**src/rtl/lift_pkg.sv**
```systemverilog
// Shared constants for the lift call scheduler: default sizing, sweep
// direction encodings and the FSM state type.
package lift_pkg;

    localparam int NUM_FLOORS_DEF = 6;
    localparam int FLOOR_W_DEF    = 3;

    localparam logic [1:0] SWEEP_IDLE = 2'b00;
    localparam logic [1:0] SWEEP_UP   = 2'b01;
    localparam logic [1:0] SWEEP_DOWN = 2'b10;

    // State codes equal the sweep encodings so sweep_dir is the state register itself.
    typedef enum logic [1:0] {
        ST_IDLE = SWEEP_IDLE,
        ST_UP   = SWEEP_UP,
        ST_DOWN = SWEEP_DOWN
    } state_t;

endpackage

```
**src/rtl/lift_call_latch.sv**
```systemverilog
// One bank of call buttons: rising-edge capture into a pending register,
// with clear taking priority over a same-cycle set and a per-floor ignore mask.
module lift_call_latch
    import lift_pkg::*;
#(
    parameter int                    NUM_FLOORS  = NUM_FLOORS_DEF,
    parameter logic [NUM_FLOORS-1:0] IGNORE_MASK = '0
) (
    input  logic                  clk,
    input  logic                  rst,
    input  logic [NUM_FLOORS-1:0] i_btn,
    input  logic [NUM_FLOORS-1:0] i_clr,
    output logic [NUM_FLOORS-1:0] o_pending
);

    logic [NUM_FLOORS-1:0] r_prev;
    logic [NUM_FLOORS-1:0] r_pending;
    logic [NUM_FLOORS-1:0] w_rise;

    assign w_rise = i_btn & ~r_prev & ~IGNORE_MASK;

    // NOTE: non-blocking assignments so every register samples pre-edge values.
    always_ff @(posedge clk or posedge rst) begin
        if (rst) begin
            r_prev    <= '0;
            r_pending <= '0;
        end else begin
            r_prev    <= i_btn;
            r_pending <= (r_pending | w_rise) & ~i_clr;
        end
    end

    assign o_pending = r_pending;

endmodule

```
**src/rtl/lift_call_scheduler.sv**
```systemverilog
// SCAN scheduler: latches hall and car calls, picks the next target floor in
// the current sweep direction and clears calls served at a door-open stop.
module lift_call_scheduler
    import lift_pkg::*;
#(
    parameter int NUM_FLOORS = NUM_FLOORS_DEF,
    parameter int FLOOR_W    = FLOOR_W_DEF
) (
    input  logic                  clk,
    input  logic                  rst,
    input  logic [NUM_FLOORS-1:0] move_up_call,
    input  logic [NUM_FLOORS-1:0] move_down_call,
    input  logic [NUM_FLOORS-1:0] req_floor,
    input  logic [FLOOR_W-1:0]    current_floor,
    input  logic                  at_floor,
    input  logic                  sensor_failure,
    output logic [FLOOR_W-1:0]    target_floor,
    output logic                  target_valid,
    output logic [1:0]            sweep_dir,
    output logic [NUM_FLOORS-1:0] pending_up,
    output logic [NUM_FLOORS-1:0] pending_down,
    output logic [NUM_FLOORS-1:0] pending_car
);

    localparam logic [NUM_FLOORS-1:0] UP_IGNORE   = {1'b1, {(NUM_FLOORS-1){1'b0}}};
    localparam logic [NUM_FLOORS-1:0] DOWN_IGNORE = {{(NUM_FLOORS-1){1'b0}}, 1'b1};

    state_t                r_state;
    state_t                w_state_next;
    logic [FLOOR_W-1:0]    r_target;
    logic [FLOOR_W-1:0]    w_target_next;
    logic                  r_valid;
    logic                  w_valid_next;

    logic [NUM_FLOORS-1:0] w_clr_up, w_clr_down, w_clr_car;
    logic [NUM_FLOORS-1:0] w_all;
    logic [NUM_FLOORS-1:0] w_above_mask, w_below_mask, w_here_oh;
    logic                  w_above, w_below, w_here, w_cur_ok;
    logic [NUM_FLOORS-1:0] w_up_pri, w_up_alt, w_dn_pri, w_dn_alt;
    logic [FLOOR_W-1:0]    w_up_target, w_dn_target;

    function automatic logic [FLOOR_W-1:0] lowest_idx(input logic [NUM_FLOORS-1:0] v);
        lowest_idx = '0;
        for (int i = NUM_FLOORS - 1; i >= 0; i--)
            if (v[i]) lowest_idx = FLOOR_W'(i);
    endfunction

    function automatic logic [FLOOR_W-1:0] highest_idx(input logic [NUM_FLOORS-1:0] v);
        highest_idx = '0;
        for (int i = 0; i < NUM_FLOORS; i++)
            if (v[i]) highest_idx = FLOOR_W'(i);
    endfunction

    lift_call_latch #(.NUM_FLOORS(NUM_FLOORS), .IGNORE_MASK(UP_IGNORE)) u_up_latch (
        .clk(clk), .rst(rst), .i_btn(move_up_call), .i_clr(w_clr_up), .o_pending(pending_up)
    );

    lift_call_latch #(.NUM_FLOORS(NUM_FLOORS), .IGNORE_MASK(DOWN_IGNORE)) u_down_latch (
        .clk(clk), .rst(rst), .i_btn(move_down_call), .i_clr(w_clr_down), .o_pending(pending_down)
    );

    lift_call_latch #(.NUM_FLOORS(NUM_FLOORS), .IGNORE_MASK('0)) u_car_latch (
        .clk(clk), .rst(rst), .i_btn(req_floor), .i_clr(w_clr_car), .o_pending(pending_car)
    );

    // An out-of-range floor gives an empty here/above set; the FSM ignores demand then.
    always_comb begin
        for (int i = 0; i < NUM_FLOORS; i++) begin
            w_above_mask[i] = (i > int'(current_floor));
            w_below_mask[i] = (i < int'(current_floor));
            w_here_oh[i]    = (i == int'(current_floor));
        end
    end

    assign w_cur_ok = (int'(current_floor) < NUM_FLOORS);
    assign w_all    = pending_up | pending_down | pending_car;
    assign w_above  = |(w_all & w_above_mask);
    assign w_below  = |(w_all & w_below_mask);
    assign w_here   = |(w_all & w_here_oh);

    assign w_up_pri    = (pending_car | pending_up) & w_above_mask;
    assign w_up_alt    = pending_down & w_above_mask;
    assign w_dn_pri    = (pending_car | pending_down) & w_below_mask;
    assign w_dn_alt    = pending_up & w_below_mask;
    assign w_up_target = (|w_up_pri) ? lowest_idx(w_up_pri) : highest_idx(w_up_alt);
    assign w_dn_target = (|w_dn_pri) ? highest_idx(w_dn_pri) : lowest_idx(w_dn_alt);

    always_comb begin
        w_clr_car  = '0;
        w_clr_up   = '0;
        w_clr_down = '0;
        if (at_floor) begin
            w_clr_car = w_here_oh;
            unique case (r_state)
                ST_UP: begin
                    w_clr_up   = w_here_oh;
                    w_clr_down = w_above ? '0 : w_here_oh;
                end
                ST_DOWN: begin
                    w_clr_down = w_here_oh;
                    w_clr_up   = w_below ? '0 : w_here_oh;
                end
                default: begin
                    w_clr_up   = w_here_oh;
                    w_clr_down = w_here_oh;
                end
            endcase
        end
    end

    always_comb begin
        // NOTE: every output of this block gets a default first, so no latch is inferred.
        w_state_next  = r_state;
        w_target_next = r_target;
        w_valid_next  = r_valid;
        if (sensor_failure) begin
            w_valid_next = 1'b0;
        end else if (w_cur_ok) begin
            unique case (r_state)
                ST_DOWN: w_state_next = w_below ? ST_DOWN : (w_above ? ST_UP : ST_IDLE);
                default: w_state_next = w_above ? ST_UP : (w_below ? ST_DOWN : ST_IDLE);
            endcase
            w_valid_next = 1'b1;
            unique case (w_state_next)
                ST_UP:   w_target_next = w_up_target;
                ST_DOWN: w_target_next = w_dn_target;
                default: begin
                    if (w_here) w_target_next = current_floor;
                    else        w_valid_next  = 1'b0;
                end
            endcase
        end
    end

    always_ff @(posedge clk or posedge rst) begin
        if (rst) begin
            r_state  <= ST_IDLE;
            r_target <= '0;
            r_valid  <= 1'b0;
        end else begin
            r_state  <= w_state_next;
            r_target <= w_target_next;
            r_valid  <= w_valid_next;
        end
    end

    assign target_floor = r_target;
    assign target_valid = r_valid;
    assign sweep_dir    = r_state;

endmodule

```
**config.mk**
```make
export PLATFORM = sky130hd
export DESIGN_NAME = lift_call_scheduler
export DESIGN_NICKNAME = d
export VERILOG_FILES = /design/src/rtl/lift_pkg.sv /design/src/rtl/lift_call_latch.sv /design/src/rtl/lift_call_scheduler.sv
export SDC_FILE = /design/constraint.sdc
export NUM_CORES = 1
export LEC_CHECK = 0
export BUFFER_PORTS_ARGS = -buffer_cell sky130_fd_sc_hd__buf_2
export CORE_AREA = 2 2 55 95
export DETAILED_ROUTE_END_ITERATION = 7
export DIE_AREA = 0 0 57 97
export PLACE_DENSITY = 0.73
export SLEW_MARGIN = 5
export SYNTH_ARGS = -nofsm -noshare
export SYNTH_HDL_FRONTEND = slang
export SYNTH_HIERARCHICAL = 1
export SYNTH_SLANG_ARGS = --single-unit
```
**constraint.sdc**
```tcl
create_clock -name clk -period 5.4 [get_ports clk]
set_input_delay 1.08 -clock clk [delete_from_list [all_inputs] [get_ports clk]]
set_output_delay 1.08 -clock clk [all_outputs]
set_load 0.02 [all_outputs]
```
==> run_summary.xml, run 1 <==
<?xml version="1.0" encoding="UTF-8"?>
<metrics>
  <group name="clock_tree">
    <metric name="clock_tree.buffer_depth" unit="">2</metric>
    <metric name="post_cts_hold_buffer_count" unit="">0</metric>
    <metric name="postCtsSetupBuffers" unit="">0</metric>
    <metric name="clk-insertion-delay-late" unit="ns">0.29</metric>
    <metric name="tritoncts" unit="">yes</metric>
    <metric name="cts_resized" unit="">0</metric>
    <metric name="clock_sink_count" unit="">40</metric>
    <metric name="clock_root_buffer" unit="">sky130_fd_sc_hd__clkbuf_8</metric>
    <metric name="tritoncts.num_buffers" unit="">5</metric>
    <metric name="clkTransAtPathRegs" unit="ns">0.08</metric>
    <metric name="ctsHtreeMaxLevel" unit="">2</metric>
  </group>
  <group name="power_and_ir_drop">
    <metric name="p_leak" unit="nW">1.25</metric>
    <metric name="power.sequential.fraction" unit="">0.504</metric>
    <metric name="power.ir.vdd_worst" unit="µV">228</metric>
    <metric name="clockPowerShare" unit="">0.265</metric>
    <metric name="netSwitchingFraction" unit="">0.324</metric>
    <metric name="total_switching_power" unit="µW">228</metric>
    <metric name="share_comb_of_total_power" unit="">0.231</metric>
    <metric name="power-per-cell-area" unit="nW/µm²">271</metric>
    <metric name="p_int" unit="µW">476</metric>
  </group>
  <group name="floorplan">
    <metric name="die_h" unit="µm">97</metric>
    <metric name="core_area" unit="µm²">4710</metric>
    <metric name="starting_utilization_of_the_core_area" unit="">0.486</metric>
    <metric name="placementRows" unit="">33</metric>
    <metric name="die_width" unit="µm">57</metric>
    <metric name="die_area" unit="µm²">5530</metric>
    <metric name="pin_count" unit="">49</metric>
  </group>
  <group name="worst_setup_path">
    <metric name="critical_path_peak_fanout" unit="">31</metric>
    <metric name="critical_path.reg2reg.startpoint" unit="">u_up_latch/o_pending[5]$_DFF_PP0_</metric>
    <metric name="crit_required" unit="ns">5.63</metric>
    <metric name="reg2reg_setup_slack" unit="ns">2.91</metric>
    <metric name="timing.critical_path.arrival" unit="ns">3.20</metric>
    <metric name="setup.worst_path.class" unit="">input pin to flip-flop</metric>
    <metric name="cp-end-kind" unit="">flip-flop</metric>
    <metric name="worst-r2r-cell-count" unit="">7</metric>
    <metric name="worst_setup_path_startpoint" unit="">current_floor[2]</metric>
    <metric name="timing.critical_path.from_type" unit="">input pin</metric>
    <metric name="r2r_end" unit="">target_floor[2]$_DFFE_PP0P_</metric>
  </group>
  <group name="sta">
    <metric name="worst_slew_margin_rel" unit="">0.530</metric>
    <metric name="timing_hold_violations_final" unit="">0</metric>
    <metric name="report.final.slew_viol_count" unit="">0</metric>
    <metric name="tightestPinTransition" unit="ns">0.703</metric>
    <metric name="period_needed" unit="ns">2.97</metric>
    <metric name="final_min_period_over_clock_period" unit="">0.550</metric>
    <metric name="fin_skew" unit="ns">0.00555</metric>
    <metric name="hold-worst-slack" unit="ns">0.499</metric>
    <metric name="setup_viol" unit="">0</metric>
    <metric name="final.setup.tns" unit="ns">0</metric>
    <metric name="rsz0062_at_grt" unit="">false</metric>
    <metric name="max_freq" unit="MHz">336</metric>
  </group>
  <group name="place">
    <metric name="placement.io_buffers" unit="">46</metric>
    <metric name="hpwl" unit="µm">4240</metric>
    <metric name="gpl.final_weighted_congestion" unit="">0.942</metric>
  </group>
  <group name="final_layout">
    <metric name="layout.nets" unit="">302</metric>
    <metric name="synthToLayoutAreaGrowth" unit="%">13.7</metric>
    <metric name="antenna-diode-count" unit="">0</metric>
    <metric name="fraction_of_final_layout_cells_with_drive_strength_greater_than_1" unit="">0.361</metric>
    <metric name="fill_cells" unit="">456</metric>
  </group>
  <group name="route">
    <metric name="number_of_optimization_iterations_in_the_first_detailed_route_pass" unit="">4</metric>
    <metric name="detail_route.wirelength" unit="µm">5290</metric>
    <metric name="drt_drc_violations_left" unit="">0</metric>
    <metric name="dr_wl_cell" unit="µm">16.1</metric>
    <metric name="count_of_routing_violations_after_the_opening_detailed_route_iteration" unit="">47</metric>
    <metric name="route.antenna.remaining_nets" unit="">0</metric>
    <metric name="drt-vias-per-instance" unit="">5.59</metric>
    <metric name="num_vias" unit="">1839</metric>
  </group>
  <group name="synth">
    <metric name="synth_common_cells" unit="">sky130_fd_sc_hd__dfrtp_1, sky130_fd_sc_hd__nor2_1, sky130_fd_sc_hd__inv_1</metric>
    <metric name="yosys.cell_count.top_type" unit="">sky130_fd_sc_hd__dfrtp_1</metric>
    <metric name="post_synth_arst_share" unit="">1.00</metric>
    <metric name="synth_cells" unit="">230</metric>
    <metric name="yosysTopAreaCell" unit="">sky130_fd_sc_hd__dfrtp_1</metric>
    <metric name="synth-edff-count" unit="">0</metric>
    <metric name="synth.top_cells.by_area" unit="">sky130_fd_sc_hd__dfrtp_1, sky130_fd_sc_hd__nand2b_4, sky130_fd_sc_hd__a21oi_2, sky130_fd_sc_hd__nor2_1, sky130_fd_sc_hd__inv_1</metric>
    <metric name="ys.warnings.count" unit="">6</metric>
    <metric name="dominantRegCellSynth" unit="">sky130_fd_sc_hd__dfrtp_1</metric>
    <metric name="yosys_register_bits" unit="">40</metric>
    <metric name="syn-num-nets" unit="">255</metric>
    <metric name="post_synth_instance_area" unit="µm²">2290</metric>
    <metric name="synth.yosys.seq_area_share" unit="">0.437</metric>
    <metric name="synth_largest_type_area_fraction" unit="">0.437</metric>
    <metric name="syn_avg_cell_area" unit="µm²">9.95</metric>
    <metric name="ys_types" unit="">54</metric>
  </group>
  <group name="hold_path">
    <metric name="min_path_cells" unit="">1</metric>
    <metric name="hold_path_startpoint" unit="">target_floor[1]$_DFFE_PP0P_</metric>
    <metric name="min-delay-path-class" unit="">flip-flop to flip-flop</metric>
    <metric name="hold_end" unit="">target_floor[1]$_DFFE_PP0P_</metric>
  </group>
  <group name="outcome">
    <metric name="outcome" unit="">finished clean</metric>
  </group>
  <group name="grt">
    <metric name="grt_start_max_net_pins" unit="">32</metric>
    <metric name="grtUsageTotal" unit="">0.210</metric>
    <metric name="grt_pass1_vias" unit="">1986</metric>
    <metric name="wire_length_of_the_first_global_routing_pass" unit="µm">9020</metric>
    <metric name="grt_antenna_before_repair" unit="">0</metric>
    <metric name="total_global_routing_overflow" unit="">0</metric>
  </group>
  <group name="run">
    <metric name="drv_cap" unit="">0</metric>
  </group>
</metrics>
==> per-layer routing <==
metal  vias up  GRT usage  share of wire
met4         0      0.140          0.056
met2        61      0.361           0.53
met1       864      0.224           0.38
met5         -          0              0
li1        892          -              -
met3        22     0.0388          0.035
==> sequential cells by signal, summed over array words and instances, names as in the netlist <==
register                count
u_up_latch/r_prev           5
target_valid                1
u_down_latch/o_pending      6
target_floor                3
u_car_latch/r_prev          6
sweep_dir                   2
u_down_latch/r_prev         5
u_car_latch/o_pending       6
u_up_latch/o_pending        6
==> placed cells by master (no fill, tap or decap), types with 2 or more instances in the layout <==
cell,n
sky130_fd_sc_hd__nor2_1,29
sky130_fd_sc_hd__o32ai_1,2
sky130_fd_sc_hd__nor4_1,2
sky130_fd_sc_hd__a31oi_1,2
sky130_fd_sc_hd__clkbuf_8,5
sky130_fd_sc_hd__o21ai_0,7
sky130_fd_sc_hd__o21ai_2,2
sky130_fd_sc_hd__nand2b_4,16
sky130_fd_sc_hd__nand2b_1,3
sky130_fd_sc_hd__o22ai_1,2
sky130_fd_sc_hd__a32o_1,3
sky130_fd_sc_hd__buf_2,46
sky130_fd_sc_hd__a32oi_1,2
sky130_fd_sc_hd__a221oi_1,2
sky130_fd_sc_hd__nand3_1,4
sky130_fd_sc_hd__inv_1,24
sky130_fd_sc_hd__a211oi_1,2
sky130_fd_sc_hd__nand2_1,9
sky130_fd_sc_hd__nor3_1,9
sky130_fd_sc_hd__a21oi_2,17
sky130_fd_sc_hd__o21ai_1,2
sky130_fd_sc_hd__nor2b_1,5
sky130_fd_sc_hd__dfrtp_1,40
sky130_fd_sc_hd__a21oi_1,9
sky130_fd_sc_hd__nor3_2,3
sky130_fd_sc_hd__or2b_2,2
==> cell type report <==
class,instances,area [µm²],area share
Timing Repair Buffer,46,230,0.0885
Inverter,25,93.8,0.0361
Multi-Input combinational cell,159,1130,0.434
Clock inverter,2,12.5,0.00481
Clock buffer,5,68.8,0.0265
Tap cell,52,65.1,0.0250
Sequential cell,40,1000,0.385
==> worst max-delay path, stage by stage <==
cell and delay, ns:
sky130_fd_sc_hd__buf_2 0.43, sky130_fd_sc_hd__nor2_1 0.17, sky130_fd_sc_hd__o22ai_1 0.27, sky130_fd_sc_hd__a21oi_1 0.10, sky130_fd_sc_hd__a21oi_1 0.45, sky130_fd_sc_hd__nor2_1 0.17
sky130_fd_sc_hd__a31oi_1 0.30, sky130_fd_sc_hd__a32o_1 0.21
==> logic make-up after synthesis <==
family | share of synthesized area
buffers and inverters | 0.0689
and+or+nand+nor | 0.270
muxes | 0.00929
DFF | 0.437
AOI/OAI and AO/OA | 0.214
==> how the worst max path moves through the flow <==
stage | endpoint | depth (start not counted) | slack, ns
after floorplan | target_floor[2]$_DFFE_PP0P_ | 7 | 2.67
after global placement | target_floor[0]$_DFFE_PP0P_ | 8 | 2.18
after detailed placement | target_floor[0]$_DFFE_PP0P_ | 8 | 2.16
after CTS | target_floor[0]$_DFFE_PP0P_ | 8 | 2.46
after global routing | target_floor[1]$_DFFE_PP0P_ | 8 | 2.25
final | target_floor[0]$_DFFE_PP0P_ | 8 | 2.43
==> power by group through the flow <==
stage                     combinational [mW]  clock [mW]  sequential, mW
after floorplan                       0.0875           0           0.379
after CTS                              0.164       0.193           0.355
final                                  0.163       0.187           0.355
after detailed placement               0.163           0           0.361
after global placement                 0.161           0           0.360
after global routing                   0.179       0.204           0.358
==> per-stage QoR <==
stage | cell area [µm²] | total power, mW | cells | util | setup WS [ns]
final | 2600 | 0.704 | 329 | 0.553 | 2.43
after global routing | 2600 | 0.742 | 329 | 0.553 | 2.25
after CTS | 2600 | 0.712 | 329 | 0.553 | 2.46
after floorplan | 2290 | 0.466 | 230 | - | 2.67
after detailed placement | 2520 | 0.524 | 322 | 0.535 | 2.16
after global placement | 2520 | 0.521 | 322 | 0.535 | 2.18
(Power assumes the default switching activity.)
==> inputs of run 2 (changes only) <==
--- a/config.mk
+++ b/config.mk
@@ -6,10 +6,10 @@
 export NUM_CORES = 1
 export LEC_CHECK = 0
 export BUFFER_PORTS_ARGS = -buffer_cell sky130_fd_sc_hd__buf_2
-export CORE_AREA = 2 2 55 95
+export CORE_AREA = 2 2 55 96
 export DETAILED_ROUTE_END_ITERATION = 7
-export DIE_AREA = 0 0 57 97
-export PLACE_DENSITY = 0.73
+export DIE_AREA = 0 0 57 98
+export PLACE_DENSITY = 0.75
 export SLEW_MARGIN = 5
 export SYNTH_ARGS = -nofsm -noshare
 export SYNTH_HDL_FRONTEND = slang
==> constraint.sdc (replaced) <==
create_clock -name clk -period 2.4 [get_ports clk]
set_input_delay 0.48 -clock clk [delete_from_list [all_inputs] [get_ports clk]]
set_output_delay 0.48 -clock clk [all_outputs]
set_load 0.02 [all_outputs]
==> run_summary.xml, run 2 (same netlist as run 1, synthesis figures left out) <==
<?xml version="1.0" encoding="UTF-8"?>
<metrics>
  <group name="route">
    <metric name="drt_drc_violations_left" unit="">0</metric>
    <metric name="dr_wl_cell" unit="µm">17.4</metric>
    <metric name="drt-vias-per-instance" unit="">5.54</metric>
    <metric name="route.antenna.remaining_nets" unit="">0</metric>
    <metric name="count_of_routing_violations_after_the_opening_detailed_route_iteration" unit="">78</metric>
    <metric name="number_of_optimization_iterations_in_the_first_detailed_route_pass" unit="">4</metric>
    <metric name="detail_route.wirelength" unit="µm">6210</metric>
    <metric name="num_vias" unit="">1971</metric>
  </group>
  <group name="worst_setup_path">
    <metric name="cp-end-kind" unit="">flip-flop</metric>
    <metric name="timing.critical_path.slowest_stage_cell" unit="">sky130_fd_sc_hd__or4_4</metric>
    <metric name="timing.critical_path.from_type" unit="">flip-flop</metric>
    <metric name="path_delay_family" unit="">simple AND/OR/NAND/NOR gates</metric>
    <metric name="crit_required" unit="ns">2.65</metric>
    <metric name="critical-path-max-stage-delay" unit="ns">0.53</metric>
    <metric name="setup.worst_path.class" unit="">flip-flop to flip-flop</metric>
    <metric name="path_cells" unit="">o21ai_1, o21ai_1, or4_4, or4_1, a32oi_1, a22o_1</metric>
    <metric name="crit_path_frequent_cell" unit="">sky130_fd_sc_hd__o21ai_1</metric>
    <metric name="timing.critical_path.arrival" unit="ns">2.48</metric>
    <metric name="critical_path_peak_fanout" unit="">4</metric>
    <metric name="buffers_and_inverters_on_the_worst_path" unit="">0</metric>
  </group>
  <group name="run">
    <metric name="drv_cap" unit="">0</metric>
  </group>
  <group name="power_and_ir_drop">
    <metric name="power-per-cell-area" unit="nW/µm²">636</metric>
    <metric name="p_leak" unit="nW">1.39</metric>
    <metric name="power.total" unit="mW">1.80</metric>
    <metric name="power.ir.vdd_worst" unit="µV">529</metric>
  </group>
  <group name="sta">
    <metric name="report.final.slew_viol_count" unit="">0</metric>
    <metric name="timing_hold_violations_final" unit="">0</metric>
    <metric name="final.setup.tns" unit="ns">0</metric>
    <metric name="period_needed" unit="ns">2.23</metric>
    <metric name="rsz0062_at_grt" unit="">false</metric>
    <metric name="final_min_period_over_clock_period" unit="">0.929</metric>
    <metric name="setup_viol" unit="">0</metric>
    <metric name="fin_skew" unit="ns">0.00702</metric>
    <metric name="hold-worst-slack" unit="ns">0.114</metric>
    <metric name="max_freq" unit="MHz">449</metric>
    <metric name="tightestPinTransition" unit="ns">0.501</metric>
    <metric name="worst_slew_margin_rel" unit="">0.666</metric>
  </group>
  <group name="clock_tree">
    <metric name="clk-insertion-delay-late" unit="ns">0.30</metric>
    <metric name="clkTransAtPathRegs" unit="ns">0.09</metric>
    <metric name="clock_root_buffer" unit="">sky130_fd_sc_hd__clkbuf_8</metric>
    <metric name="ctsHtreeMaxLevel" unit="">2</metric>
    <metric name="clock_tree.buffer_depth" unit="">2</metric>
    <metric name="postCtsSetupBuffers" unit="">0</metric>
    <metric name="tritoncts.num_buffers" unit="">5</metric>
    <metric name="tritoncts" unit="">yes</metric>
    <metric name="clock_sink_count" unit="">40</metric>
  </group>
  <group name="final_layout">
    <metric name="mostFrequentLayoutCell" unit="">sky130_fd_sc_hd__buf_2</metric>
    <metric name="finish.utilization" unit="">0.583</metric>
    <metric name="antenna-diode-count" unit="">0</metric>
    <metric name="layout.nets" unit="">326</metric>
    <metric name="fraction_of_final_layout_cells_with_drive_strength_greater_than_1" unit="">0.417</metric>
    <metric name="layout.cells.most_common_list" unit="">sky130_fd_sc_hd__buf_2, sky130_fd_sc_hd__dfrtp_1, sky130_fd_sc_hd__nor2_1</metric>
    <metric name="layout.cell_area.non_filler" unit="µm²">2830</metric>
    <metric name="synthToLayoutAreaGrowth" unit="%">23.6</metric>
  </group>
  <group name="floorplan">
    <metric name="pin_count" unit="">49</metric>
    <metric name="placementRows" unit="">34</metric>
    <metric name="die_h" unit="µm">98</metric>
    <metric name="die_area" unit="µm²">5590</metric>
    <metric name="die_width" unit="µm">57</metric>
    <metric name="core_area" unit="µm²">4850</metric>
    <metric name="starting_utilization_of_the_core_area" unit="">0.472</metric>
  </group>
  <group name="hold_path">
    <metric name="min-delay-path-class" unit="">input pin to asynchronous set/reset pin</metric>
  </group>
  <group name="place">
    <metric name="dpl-instance-area" unit="µm²">2700</metric>
    <metric name="placement.io_buffers" unit="">46</metric>
    <metric name="gpl.final_weighted_congestion" unit="">0.912</metric>
    <metric name="hpwl" unit="µm">4970</metric>
  </group>
  <group name="outcome">
    <metric name="outcome" unit="">finished clean</metric>
  </group>
  <group name="grt">
    <metric name="grtUsageTotal" unit="">0.239</metric>
    <metric name="grt_antenna_before_repair" unit="">0</metric>
    <metric name="grt_pass1_vias" unit="">2142</metric>
    <metric name="grt_start_max_net_pins" unit="">24</metric>
    <metric name="wire_length_of_the_first_global_routing_pass" unit="µm">10200</metric>
    <metric name="total_global_routing_overflow" unit="">0</metric>
  </group>
</metrics>
## run 2: cell types whose count changed in the layout (fill, tap and decap cells not counted), sizes merged
cell | before | now
buf | 46 | 70
bufinv | 0 | 1
clkinv | 1 | 0
inv | 25 | 26
## run 2: layout make-up
| type | count | area (µm²) |
|---|---|---|
| multi-input combinational | 159 | 1140 |
| clock buffer | 5 | 68.8 |
| timing repair buffer | 70 | 410 |
| sequential | 40 | 1000 |
| tap | 54 | 67.6 |
| inverter | 25 | 93.8 |
| fill | 444 | 2020 |
| clock inverter | 3 | 46.3 |
## run 2: power breakdown
part,internal (mW),switching [mW],leakage [nW],total [mW]
Sequential,0.733,0.0554,0.445,0.788
Clock,0.313,0.260,0.0548,0.573
Combinational,0.181,0.257,0.893,0.437
Total,1.23,0.572,1.39,1.80
## run 2: layer usage
| layer | up-vias | part of all wire | global-route usage |
|---|---|---|---|
| met5 | - | 0 | 0 |
| met3 | 17 | 0.034 | 0.0358 |
| met4 | 0 | 0.035 | 0.127 |
| met2 | 55 | 0.57 | 0.437 |
| li1 | 950 | - | - |
| met1 | 949 | 0.36 | 0.253 |
## run 2: per-stage QoR
stage,worst slack [ns],std cells
final,0.170,356
after global routing,0.0650,356
after CTS,0.167,356
after detailed placement,-0.0521,348
after global placement,-0.0271,348
after floorplan,0.204,230
## run 2: repair_timing
item                       in CTS  in global routing
hold buffers                    0                  0
resized for setup               0                  2
setup endpoints to repair       0                  2
## run 2: path summary, 6_finish.rpt
check | from | to | cells past startpoint | slack (ns)
max | u_car_latch/o_pending[3]$_DFF_PP0_ | target_floor[2]$_DFFE_PP0P_ | 6 | 0.17
min | rst | target_valid$_DFFE_PP0P_ | 2 | 0.11
max reg2reg | u_car_latch/o_pending[3]$_DFF_PP0_ | target_floor[2]$_DFFE_PP0P_ | 6 | 0.17
min reg2reg | target_floor[1]$_DFFE_PP0P_ | target_floor[1]$_DFFE_PP0P_ | 1 | 0.49
max in group asynchronous | rst | u_car_latch/r_prev[3]$_DFF_PP0_ | 2 | 1.83
min in group clk | move_down_call[5] | u_down_latch/r_prev[5]$_DFF_PP0_ | 1 | 0.32
